[src/rtl/period_meter.sv]
// period_meter: measures the half-period of a divided square wave in clk_in cycles.
// Define PERIOD_METER_SYNC_EN to add a two-flop synchronizer on sig_in.
module period_meter #(
  parameter int CNT_W = 27
) (
  input  logic             clk_in,
  input  logic             rst_n,
  input  logic             sig_in,
  input  logic             enable,
  input  logic             clr_flags,
  output logic [CNT_W-1:0] meas_value,
  output logic             meas_valid,
  input  logic             meas_ready,
  output logic             locked,
  output logic             overflow,
  output logic             meas_lost
);

  typedef enum logic [1:0] {
    IDLE,
    ARMED,
    COUNT
  } state_t;

  localparam logic [CNT_W-1:0] ONE = {{(CNT_W-1){1'b0}}, 1'b1};

  state_t           state;
  state_t           state_nx;
  logic [CNT_W-1:0] cnt;
  logic [CNT_W-1:0] last;
  logic             have_last;
  logic             sig_s;
  logic             sig_q;
  logic             edge_det;
  logic             cnt_clr;
  logic             cnt_inc;
  logic             res_ld;
  logic             ovf_set;
  logic             hist_clr;
  logic             xfer;

`ifdef PERIOD_METER_SYNC_EN
  logic [1:0] sync;

  // two-flop synchronizer ahead of edge detection
  always_ff @(posedge clk_in or negedge rst_n) begin
    if (!rst_n) sync <= 2'b00;
    else        sync <= {sync[0], sig_in};
  end

  assign sig_s = sync[1];
`else
  assign sig_s = sig_in;
`endif

  assign edge_det = sig_s ^ sig_q;
  assign xfer     = meas_valid & meas_ready;

  // edge history: previous sampled level
  always_ff @(posedge clk_in or negedge rst_n) begin
    if (!rst_n) sig_q <= 1'b0;
    else        sig_q <= sig_s;
  end

  // state register
  always_ff @(posedge clk_in or negedge rst_n) begin
    if (!rst_n) state <= IDLE;
    else        state <= state_nx;
  end

  // next state and datapath controls; disable overrides everything
  always_comb begin
    state_nx = state;
    cnt_clr  = 1'b0;
    cnt_inc  = 1'b0;
    res_ld   = 1'b0;
    ovf_set  = 1'b0;
    hist_clr = 1'b0;
    if (!enable) begin
      state_nx = IDLE;
      cnt_clr  = 1'b1;
      hist_clr = 1'b1;
    end else begin
      unique case (state)
        IDLE: begin
          state_nx = ARMED;
          cnt_clr  = 1'b1;
        end
        ARMED: begin
          if (edge_det) begin
            state_nx = COUNT;
            cnt_clr  = 1'b1;
            hist_clr = 1'b1;
          end
        end
        COUNT: begin
          if (edge_det) begin
            res_ld  = 1'b1;
            cnt_clr = 1'b1;
          end else if (&cnt) begin
            ovf_set  = 1'b1;
            cnt_clr  = 1'b1;
            hist_clr = 1'b1;
            state_nx = ARMED;
          end else begin
            cnt_inc = 1'b1;
          end
        end
        default: begin
          state_nx = IDLE;
          cnt_clr  = 1'b1;
        end
      endcase
    end
  end

  // measurement counter
  always_ff @(posedge clk_in or negedge rst_n) begin
    if (!rst_n)       cnt <= '0;
    else if (cnt_clr) cnt <= '0;
    else if (cnt_inc) cnt <= cnt + ONE;
  end

  // result register with valid/ready hold; a new result always loads
  always_ff @(posedge clk_in or negedge rst_n) begin
    if (!rst_n) begin
      meas_value <= '0;
      meas_valid <= 1'b0;
    end else if (res_ld) begin
      meas_value <= cnt;
      meas_valid <= 1'b1;
    end else if (xfer) begin
      meas_valid <= 1'b0;
    end
  end

  // lock tracking: compare each result with the one before it
  always_ff @(posedge clk_in or negedge rst_n) begin
    if (!rst_n) begin
      last      <= '0;
      have_last <= 1'b0;
      locked    <= 1'b0;
    end else if (hist_clr) begin
      have_last <= 1'b0;
      locked    <= 1'b0;
    end else if (res_ld) begin
      last      <= cnt;
      have_last <= 1'b1;
      locked    <= have_last & (cnt == last);
    end
  end

  // sticky flags; a set beats a simultaneous clear
  always_ff @(posedge clk_in or negedge rst_n) begin
    if (!rst_n) begin
      overflow  <= 1'b0;
      meas_lost <= 1'b0;
    end else begin
      overflow  <= ovf_set | (overflow & ~clr_flags);
      meas_lost <= (res_ld & meas_valid & ~meas_ready)
                 | (meas_lost & ~clr_flags);
    end
  end

endmodule

[config.mk]
export PLATFORM = sky130hd
export DESIGN_NAME = period_meter
export DESIGN_NICKNAME = d
export VERILOG_FILES = /design/src/rtl/period_meter.sv
export SDC_FILE = /design/constraint.sdc
export NUM_CORES = 1
export LEC_CHECK = 0
export BUFFER_PORTS_ARGS = -buffer_cell sky130_fd_sc_hd__buf_4
export CAP_MARGIN = 15
export CORE_MARGIN = 8
export CORE_UTILIZATION = 51
export DETAILED_ROUTE_END_ITERATION = 8
export GPL_ROUTABILITY_DRIVEN = 0
export HOLD_SLACK_MARGIN = 0.05
export PLACE_DENSITY = 0.73
export RECOVER_POWER = 100
export SYNTH_ARGS = -nofsm -noshare
export SYNTH_HDL_FRONTEND = slang
export SYNTH_SLANG_ARGS = --single-unit
[constraint.sdc]
create_clock -name clk_in -period 2.2 [get_ports clk_in]
set_input_delay 0.22 -clock clk_in [delete_from_list [all_inputs] [get_ports clk_in]]
set_output_delay 0.22 -clock clk_in [all_outputs]
set_load 0.02 [all_outputs]
==> results of run 1 <==
==> metrics by stage <==
stage               setup WS (ns)  utilization (%)  instances  cell area [µm²]
finish                     0.0770             58.3        533             4990
global route              -0.0118             58.3        533             4990
CTS                        0.0497             59.4        533             5080
detailed placement          0.106             57.0        514             4880
global placement            0.173             57.0        514             4880
floorplan                   0.120                -        365             4400
==> registers in the layout, indices dropped and copies added (netlist names) <==
name and flops:
state 2, have_last 1, meas_value 27, cnt 27, sig_q 1, locked 1
meas_valid 1, meas_lost 1, overflow 1, last 27
==> routing by layer <==
layer	vias to the layer above	share of wire, %	GRT usage, %
met1	1511	47	21.0
met5	-	0	0
met2	51	48	26.7
li1	1407	-	-
met4	0	2.2	6.74
met3	17	3.2	3.31
==> layout by cell type, fill, tap and decap left out, types with 7 or more instances in the layout <==
cell,count
a21oi_1,16
buf_4,32
clkbuf_1,32
clkbuf_8,10
dfrtp_1,89
inv_1,8
mux2_2,53
nand2_1,22
nand3_1,9
nand4_1,12
nor2_1,13
o21ai_0,11
or3_1,7
xnor2_1,32
==> critical path: cells and delay by family <==
family,cells,cell delay [ns]
buffers and inverters,2,0.69
xor gates and xnor gates,1,0.20
AOI/OAI and AO/OA,2,0.48
and+or+nand+nor,2,0.82
==> final cells by class <==
class	count	area share, %
well taps	108	2.71
clock inverters	5	0.627
clock buffers	11	2.83
multi-input cells	241	39.6
repair buffers	71	8.98
inverters	8	0.602
flip-flops and latches	89	44.7
==> logic make-up (layout without fill, tap and decap cells) <==
kind of cell / Yosys count / count (layout) / synth area share (%)
DFF: 89 / 89 / 50.7
and+or+nand+nor: 89 / 89 / 12.0
muxes: 56 / 56 / 14.3
AOI/OAI and AO/OA: 53 / 53 / 8.76
xor gates and xnor gates: 39 / 39 / 7.77
buffers and inverters: 35 / 95 / 5.41
adders and majority gates: 4 / 4 / 1.14
==> worst min path at each step <==
stage	start	to	slack (ns)
2_1_floorplan	rst_n	cnt[0]	-0.08
3_3_place_gp	rst_n	meas_value[9]	0.26
3_5_place_dp	rst_n	meas_value[9]	0.27
4_1_cts	meas_ready	meas_valid	0.13
5_1_grt	meas_ready	meas_valid	0.16
6_report	meas_ready	meas_valid	0.14
==> power by group through the flow <==
| stage | clock (µW) | sequential (µW) | combinational (µW) |
|---|---|---|---|
| 6_report | 1010 | 1680 | 393 |
| 5_1_grt | 1100 | 1680 | 433 |
| 4_1_cts | 1040 | 1680 | 404 |
| 3_5_place_dp | 0 | 1710 | 397 |
| 3_3_place_gp | 0 | 1710 | 385 |
| 2_1_floorplan | 0 | 1710 | 236 |
==> what timing repair did <==
action                                  CTS  global route
gates resized for setup                   0             7
endpoints found under the setup margin    0            27
endpoints found under the hold margin    46             0
hold buffers                              3             0
buffers inserted                          0             0
==> metrics.log, run 1 <==
INFO  metric report.final.hold_viol_count = 0
INFO  metric row_count = 34
INFO  metric fmax = 471 MHz
INFO  metric cts_tree = yes
INFO  metric synth_flop_cell = dfrtp_1
INFO  metric nNetsFinal = between 400 and 500
INFO  metric synth.ff_latch_count = 89
INFO  metric number_of_antenna_repair_diodes = 0
INFO  metric dp.final_hpwl = roughly 6400 µm
INFO  metric max_slew_margin = approximately 21%
INFO  metric synth_enable_flop_cells = 0
INFO  metric setup.worst_path.end = cnt[25]
INFO  metric drt_pass1_iterations = 4
INFO  metric worst_path_max_delay_cell = dlygate4sd3_1
INFO  metric netlist.area_leader.share = between 50% and 60%
INFO  metric whs_path_depth = 3
INFO  metric synth.cell_area = 4400 µm²
INFO  metric drtIter0Drc = 105
INFO  metric setup_viol_count_final = 0
INFO  metric clkSinkCount = just under 90
INFO  metric routed-via-count = 2986
INFO  metric critical_path.cell_chain = dlygate4sd3_1, buf_4, xor2_1, nor4b_2, a21bo_4, or4_1, a21oi_1
INFO  metric seq_power_share = a little over half
INFO  metric switching_share_of_power = a little over a quarter
INFO  metric worst_reg2reg_path_length_in_cells = 5
INFO  metric antenna_found_initial = 0
INFO  metric r2r_end = cnt[25]
INFO  metric cts_buffer_depth = 2
INFO  metric synth_warn = 0
INFO  metric count_of_buffers_from_port_buffering = 36
INFO  metric switching_power = 844 µW
INFO  metric maximum_ir_drop_on_the_vdd_rail = ~0.34 mV
INFO  metric synthTopCellsByCount = dfrtp_1 (89), mux2_2 (53), xnor2_1 (33)
INFO  metric final.setup.tns = 0 ns
INFO  metric rsz0062_at_grt = true
INFO  metric r2r-start = cnt[3]
INFO  metric synth_largest_area_cell = dfrtp_1
INFO  metric ant_nets = 0
INFO  metric power_leakage = 0.00221 µW
INFO  metric syn_nets = roughly 380
INFO  metric flow.area_growth_from_synthesis = 13.4%
INFO  metric clkLatencyLatePin = between 0.3 and 0.4 ns
INFO  metric total_global_routing_overflow = 0
INFO  metric grt_use_total = ~16%
INFO  metric post_synth_main_area_contributors = dfrtp_1 (51%), mux2_2 (14%), xnor2_1 (6.6%)
INFO  metric critPathKind = in -> reg
INFO  metric start_util = about 50%
INFO  metric top_level_ports = 37
INFO  metric status = finished, final reports clean
INFO  metric synthDistinctLibCells = 51
INFO  metric first_global_vias = between 3000 and 4000
INFO  metric number_of_inserted_filler_cells_in_the_final_layout = around 700
INFO  metric grt_max_degree = 46
INFO  metric hold_path_class = in -> reg
INFO  metric cts.htree.levels = 3
INFO  metric cp_data_arrival_time = around 2.4 ns
INFO  metric timing_worst_slew_pin_value = roughly 1.2 ns
INFO  metric route.final.wire_length = between 9000 and 10000 µm
INFO  metric slew_viol_final = 0
INFO  metric timing.critical_path.fanout_max = 18
INFO  metric report.power.total = 3080 µW
INFO  metric worstSetupStartpoint = sig_in
INFO  metric yosysMostFrequentCell = dfrtp_1
INFO  metric drt-vias-per-instance = 5.60
INFO  metric synth_area_per_cell = about 12 µm²
INFO  metric netlist_instances = around 370
INFO  metric finClkSkew = 0.00678 ns
INFO  metric pwr_density_cell = 618 nW/µm²
INFO  metric clk_pin_slew_worst_paths = approximately 0.080 ns
INFO  metric hold_ws = ~0.14 ns
INFO  metric grt_pass1_wl = 15300 µm
INFO  metric root_buffer = clkbuf_8
INFO  metric core_area = between 8000 and 9000 µm²
INFO  metric multi_input_area = around 2000 µm²
INFO  metric worstSetupStartpointType = primary input
INFO  metric worst-endpoint-required = between 2 and 2.5 ns
INFO  metric combinationalPowerShare = between 10% and 20%
INFO  metric worst-r2r-setup-slack = approximately 0.12 ns
INFO  metric seq_area = ~2200 µm²
INFO  metric power_internal = 2240 µW
INFO  metric reported_max_cap_violation_count = 0
INFO  metric wire_per_inst = roughly 17 µm
INFO  metric die-area = 11800 µm²
INFO  metric route.detailed.drc = 0
INFO  metric clockPowerShare = between 30% and 40%
INFO  metric final_layout_size_suffix_gt1_share = around 31%
INFO  metric yosysSeqAreaShare = slightly above 50%
INFO  metric number_of_buffers_created_by_cts = 9
INFO  metric ys_async_sr_fraction = 100%
INFO  metric finalCritPeriodShare = a little over nine tenths
INFO  metric die_x = 109 µm
INFO  metric fp.dieH = 109 µm
INFO  metric setup.worst_path.end_class = flip-flop
INFO  metric post-route-min-period = 2.12 ns
INFO  metric worst_path_largest_cell_delay = between 0.5 and 0.6 ns
No activity file was read; power rests on OpenSTA's default activity.
==> run 2, diff against run 1 <==
- ABC_AREA: unset -> 1
- CORE_MARGIN: 8 -> 2
==> run 2 against run 1 <==
- wire length increased by 31%
- synthesized cell count grew 75%
- non-clock buffer count down 9
- critical path type is now reg -> reg
- critical endpoint is now cnt[17]
- highest routed layer unchanged
==> metrics.log, run 2 <==
INFO  metric core_area = slightly above 9000 µm²
INFO  metric setup.worst_path.end = cnt[17]
INFO  metric routed-via-count = roughly 4300
INFO  metric top_level_ports = 37
INFO  metric route.final.wire_length = approximately 12000 µm
INFO  metric critPathKind = reg -> reg
INFO  metric die_x = 101 µm
INFO  metric synth_enable_flop_cells = 0
INFO  metric synth_largest_area_cell = dfrtp_1
INFO  metric pwr_density_cell = 610 nW/µm²
INFO  metric clkLatencyLatePin = around 0.37 ns
INFO  metric clk_pin_slew_worst_paths = ~0.10 ns
INFO  metric cts.htree.levels = 3
INFO  metric worst_reg2reg_path_length_in_cells = 10
INFO  metric fmax = 495 MHz
INFO  metric finClkSkew = about 0.011 ns
INFO  metric clkSinkCount = 89
INFO  metric number_of_antenna_repair_diodes = 0
INFO  metric r2r-start = cnt[0]
INFO  metric drtIter0Drc = 292
INFO  metric max_slew_margin = between 30% and 40%
INFO  metric drt_pass1_iterations = 5
INFO  metric worst-endpoint-required = 2.50 ns
INFO  metric timing.critical_path.fanout_max = 27
INFO  metric fp.dieH = between 100 and 150 µm
INFO  metric status = finished, final reports clean
INFO  metric yosysMostFrequentCell = nand2_1
INFO  metric worstSetupStartpoint = cnt[0]
INFO  metric worst-r2r-setup-slack = 0.18 ns
INFO  metric antenna_found_initial = 0
INFO  metric netlist.area_leader.share = between 40 and 50%
INFO  metric nNetsFinal = approximately 690
INFO  metric grt_max_degree = 52
INFO  metric post-route-min-period = about 2 ns
INFO  metric ys_async_sr_fraction = 100%
INFO  metric dp.final_hpwl = 8590 µm
INFO  metric reported_max_cap_violation_count = 0
INFO  metric hold_path_class = in -> reg
INFO  metric first_global_vias = ~4200
INFO  metric count_of_buffers_from_port_buffering = 36
INFO  metric yosysSeqAreaShare = 46.4%
INFO  metric number_of_inserted_filler_cells_in_the_final_layout = 906
INFO  metric r2r_end = cnt[17]
INFO  metric most_common_cell_after_layout_fill_and_taps_aside = nand2_1
INFO  metric synth_area_per_cell = 7.53 µm²
INFO  metric post_cts_buffers = 0
INFO  metric postLayoutCoreUtil = between 50 and 60%
INFO  metric slew_viol_final = 0
INFO  metric route.detailed.drc = 0
INFO  metric netlist_instances = approximately 640
INFO  metric worstSetupStartpointType = flip-flop
INFO  metric post_synth_main_area_contributors = dfrtp_1 (46%), nand2_1 (18%), nand3_1 (5.7%)
INFO  metric wire_per_inst = about 15 µm
INFO  metric largestRegisters = cnt: 27 flops, last: 27 flops, meas_value: 27 flops
INFO  metric cts_buffer_depth = 2
INFO  metric root_buffer = clkbuf_8
INFO  metric grt_pass1_wl = ~20000 µm
INFO  metric synth.ff_latch_count = between 80 and 90
INFO  metric synthDistinctLibCells = 26
INFO  metric drt-vias-per-instance = roughly 5.4
INFO  metric synth_warn = 0
INFO  metric synth_flop_cell = dfrtp_1
INFO  metric flow.area_growth_from_synthesis = 10.3%
INFO  metric mostFrequentLayoutCells = nand2_1 (242), dfrtp_1 (89), nor2_1 (61)
INFO  metric cts_tree = yes
INFO  metric report.final.hold_viol_count = 0
INFO  metric die-area = 10200 µm²
INFO  metric final.setup.tns = 0 ns
INFO  metric rsz0062_at_grt = true
INFO  metric synthTopCellsByCount = nand2_1 (234), dfrtp_1 (89), nor2_1 (61)
INFO  metric start_util = a little over half
INFO  metric finalCritPeriodShare = about 92%
INFO  metric syn_nets = roughly 650
INFO  metric ant_nets = 0
INFO  metric total_global_routing_overflow = 0
INFO  metric setup.worst_path.end_class = flip-flop
INFO  metric synth.cell_area = slightly below 5000 µm²
INFO  metric grt_use_total = roughly a quarter
INFO  metric setup_viol_count_final = 0
INFO  metric power_leakage = about 0.0026 µW
INFO  metric row_count = 35
INFO  metric timing_worst_slew_pin_value = just under 1 ns
INFO  metric maximum_ir_drop_on_the_vdd_rail = about 0.45 mV
INFO  metric final_layout_size_suffix_gt1_share = a little under a tenth
INFO  metric number_of_buffers_created_by_cts = 9
INFO  metric cp_data_arrival_time = roughly 2.3 ns
## run 2: worst max-delay path, stage by stage (launching register included)
cell and delay [ns]:
dfrtp_1 0.40, ha_1 0.22, inv_2 0.05, nor2_2 0.05, nand2_4 0.09, nor2_2 0.05
nand2_1 0.10, nand2_2 0.11, a21oi_4 0.60, nand3_1 0.18, nand2_1 0.10
## run 2: metal layers
metal | wire [µm] | share of wire (%) | GRT usage (%) | vias to the layer above
met5 | 0 | 0 | 0 | -
met1 | 5360 | 45 | 34.5 | 1993
met2 | 5410 | 45 | 39.9 | 188
met4 | 427 | 3.6 | 12.3 | 0
met3 | 805 | 6.7 | 4.09 | 35
li1 | - | - | - | 2096
## run 2: area by class of cell
| cell class | count | area (µm²) | share of cell area (%) |
|---|---|---|---|
| clock buffers | 9 | 124 | 2.34 |
| clock inverters | 7 | 60.1 | 1.13 |
| inverters | 52 | 195 | 3.68 |
| multi-input cells | 470 | 2200 | 41.6 |
| flip-flops and latches | 89 | 2230 | 42.0 |
| well taps | 111 | 139 | 2.62 |
| repair buffers | 62 | 352 | 6.64 |
## run 2: power by group
part           leakage (µW)  internal, µW  switching [µW]
Sequential          0.00124          1670            25.0
Clock             0.0000969           435             654
Combinational       0.00129           114             331
Total               0.00262          2220            1010
## run 2: per-stage QoR
step | hold slack (ns) | worst slack (ns) | instances | cell area, µm² | total power (µW)
after global routing | 0.178 | -0.0355 | 800 | 5300 | 3380
final | 0.172 | 0.179 | 800 | 5300 | 3230
after global placement | 0.226 | 0.243 | 780 | 5230 | 2170
after detailed placement | 0.234 | 0.144 | 780 | 5230 | 2190
after CTS | 0.155 | 0.123 | 800 | 5460 | 3270
after floorplan | -0.0756 | 0.496 | 638 | 4800 | 2040
## run 2: how the worst min path moves through the flow
stage | slack (ns) | endpoint | depth (start not counted) | start
floorplan | -0.08 | cnt[0] | 0 | rst_n
global placement | 0.23 | meas_value[7] | 1 | rst_n
detailed placement | 0.23 | meas_value[7] | 1 | rst_n
CTS | 0.15 | state[1] | 3 | enable
global route | 0.18 | locked | 3 | enable
finish | 0.17 | state[1] | 3 | enable
## run 2: cell families (layout without fill, tap and decap cells)
group                    count (synthesis)  after routing  synth area share (%)
buffers and inverters                   79            130                  7.40
adder cells (fa/ha/maj)                  4              4                  1.04
AO/OA/AOI/OAI                           47             47                  5.21
XOR/XNOR                                22             22                  4.01
AND/OR/NAND/NOR                        397            397                  36.0
flip-flops                              89             89                  46.4
## run 2: repair_timing
| action | in CTS | in global routing |
|---|---|---|
| setup endpoints to repair | 0 | 4 |
| hold buffers | 4 | 0 |
| endpoints found under the hold margin | 41 | 0 |
| gates resized for setup | 0 | 2 |
==> run 3, diff against run 2 <==
- PLACE_DENSITY: 0.73 -> 0.7
- clock period: 2.2 -> 2.3 ns (I/O delays scaled with it)
==> run 3 against run 2 <==
- clock skew rose by 0.0017 ns
- power rose by 2.4%
- worst setup slack improved by 0.0025 ns
- sequential share of layout area fell by 0.33 points
- combinational power fell by 7.2%
- largest cell class unchanged
- largest power group unchanged
==> metrics.log, run 3 (synthesis results as in run 2) <==
INFO  metric clkLatencyLatePin = around 0.37 ns
INFO  metric grt_use_total = between 20% and 30%
INFO  metric cts_resized = 0
INFO  metric antenna_found_initial = 0
INFO  metric setup_viol_count_final = 0
INFO  metric ctsHoldBuffers = 4
INFO  metric grt_pass1_wl = between 20000 and 25000 µm
INFO  metric drtIter0Drc = roughly 360
INFO  metric cts_tree = yes
INFO  metric max_slew_margin = a little over a third
INFO  metric timing.critical_path.fanout_max = 27
INFO  metric finClkSkew = 0.0128 ns
INFO  metric clk_pin_slew_worst_paths = roughly 0.1 ns
INFO  metric finalCritPeriodShare = 92.1%
INFO  metric worstSetupStartpointType = flip-flop
INFO  metric route.detailed.drc = 0
INFO  metric post-route-min-period = roughly 2.1 ns
INFO  metric drt_pass1_iterations = 5
INFO  metric total_routed_wire_length_on_the_met1_layer = roughly 5400 µm
INFO  metric grt_max_degree = between 50 and 60
INFO  metric power_leakage = 0.00265 µW
INFO  metric first_global_vias = about 4100
INFO  metric routed-via-count = between 4000 and 5000
INFO  metric die_x = roughly 100 µm
INFO  metric mostFrequentLayoutCells = nand2_1 (243), dfrtp_1 (89), nor2_1 (61)
INFO  metric fp.dieH = approximately 100 µm
INFO  metric start_util = between 50% and 60%
INFO  metric cts.htree.levels = 3
INFO  metric route.top_layer_used = met4
INFO  metric wire_per_inst = between 15 and 20 µm
INFO  metric cp_data_arrival_time = about 2.4 ns
INFO  metric routed-wl-met3 = about 730 µm
INFO  metric pwr_density_cell = 619 nW/µm²
INFO  metric number_of_antenna_repair_diodes = 0
INFO  metric rsz0062_at_grt = false
INFO  metric critPathKind = reg -> reg
INFO  metric count_of_buffers_from_port_buffering = 36
INFO  metric number_of_buffers_created_by_cts = 9
INFO  metric postLayoutCoreUtil = between 50% and 60%
INFO  metric ant_nets = 0
INFO  metric worst-endpoint-required = about 2.6 ns
INFO  metric final.setup.tns = 0 ns
INFO  metric dp.final_hpwl = ~8700 µm
INFO  metric maximum_ir_drop_on_the_vdd_rail = ~0.38 mV
INFO  metric top_level_ports = 37
INFO  metric drt-vias-per-instance = roughly 5.4
INFO  metric root_buffer = clkbuf_8
INFO  metric timing.final.ws_setup = around 0.18 ns
INFO  metric nNetsFinal = 693
INFO  metric status = finished, final reports clean
INFO  metric detailedPlace.worstSlack = around 0.25 ns
INFO  metric hold_path_class = in -> reg
INFO  metric largestRegisters = cnt: 27 flops, last: 27 flops, meas_value: 27 flops
INFO  metric hold_ws = about 0.19 ns
INFO  metric fmax = 472 MHz
INFO  metric post_cts_buffers = 0
INFO  metric flow.area_growth_from_synthesis = 11.2%
INFO  metric timing_worst_slew_pin_value = roughly 0.96 ns
INFO  metric core_area = between 9000 and 10000 µm²
INFO  metric die-area = slightly above 10000 µm²
INFO  metric route.final.wire_length = around 12000 µm
INFO  metric total_global_routing_overflow = 0
INFO  metric slew_viol_final = 0
INFO  metric cts_buffer_depth = 2
INFO  metric dr_wl_met2 = 5690 µm
INFO  metric setup.worst_path.end_class = flip-flop
INFO  metric most_common_cell_after_layout_fill_and_taps_aside = nand2_1
INFO  metric report.final.hold_viol_count = 0
INFO  metric reported_max_cap_violation_count = 0
INFO  metric final_layout_size_suffix_gt1_share = 8.87%
INFO  metric row_count = 35
INFO  metric clkSinkCount = 89
-- run 3: changes by cell type in the layout (fill, tap and decap cells not counted), moves of 2 or more --
cell       delta
o21ai_1      -22
bufinv_16     +2
inv_6         -3
o21ai_0      +22
-- run 3: power breakdown --
| group | internal, µW | switching [µW] |
|---|---|---|
| clock network | 657 | 611 |
| logic | 106 | 306 |
| registers | 1600 | 28.0 |
| total | 2360 | 945 |
-- run 3: stage by stage --
step	power, µW	cells	area, µm²
6_report	3310	799	5340
5_1_grt	3440	799	5340
4_1_cts	3340	799	5500
3_5_place_dp	2090	779	5220
3_3_place_gp	2070	779	5220
2_1_floorplan	1950	638	4800
-- run 3: final cells by class --
class,instances,area (µm²)
Fill cell,913,3850
Sequential cell,89,2230
Multi-Input combinational cell,470,2200
Timing Repair Buffer,61,345
Inverter,52,195
Tap cell,111,139
Clock buffer,10,138
Clock inverter,6,97.6
-- run 3: final timing paths --
kind	slack, ns	from	depth (start not counted)	to
worst max-delay path	0.18	cnt[1]	10	cnt[13]
worst min-delay path	0.19	enable	3	have_last
worst max register to register	0.18	cnt[1]	10	cnt[13]
worst min register to register	0.48	meas_value[17]	2	meas_value[17]
max in group asynchronous	0.44	rst_n	3	state[1]
min in group asynchronous	0.53	rst_n	2	meas_value[7]
-- run 3: per-layer routing --
metal  up-vias  global-route usage, %
met1      2016                   35.7
met3        32                   4.23
met4         0                   10.5
met2       175                   41.3
li1       2080                      -
met5         -                      0
-- run 3: critical path: stages, from the launching register on --
cell     delay, ns
dfrtp_1       0.46
ha_1          0.22
inv_1         0.09
nor2_4        0.06
nand2_4       0.09
nor2_2        0.05
nand2_1       0.10
nand2_2       0.09
a21oi_4       0.60
nand3_1       0.18
nand2_1       0.10
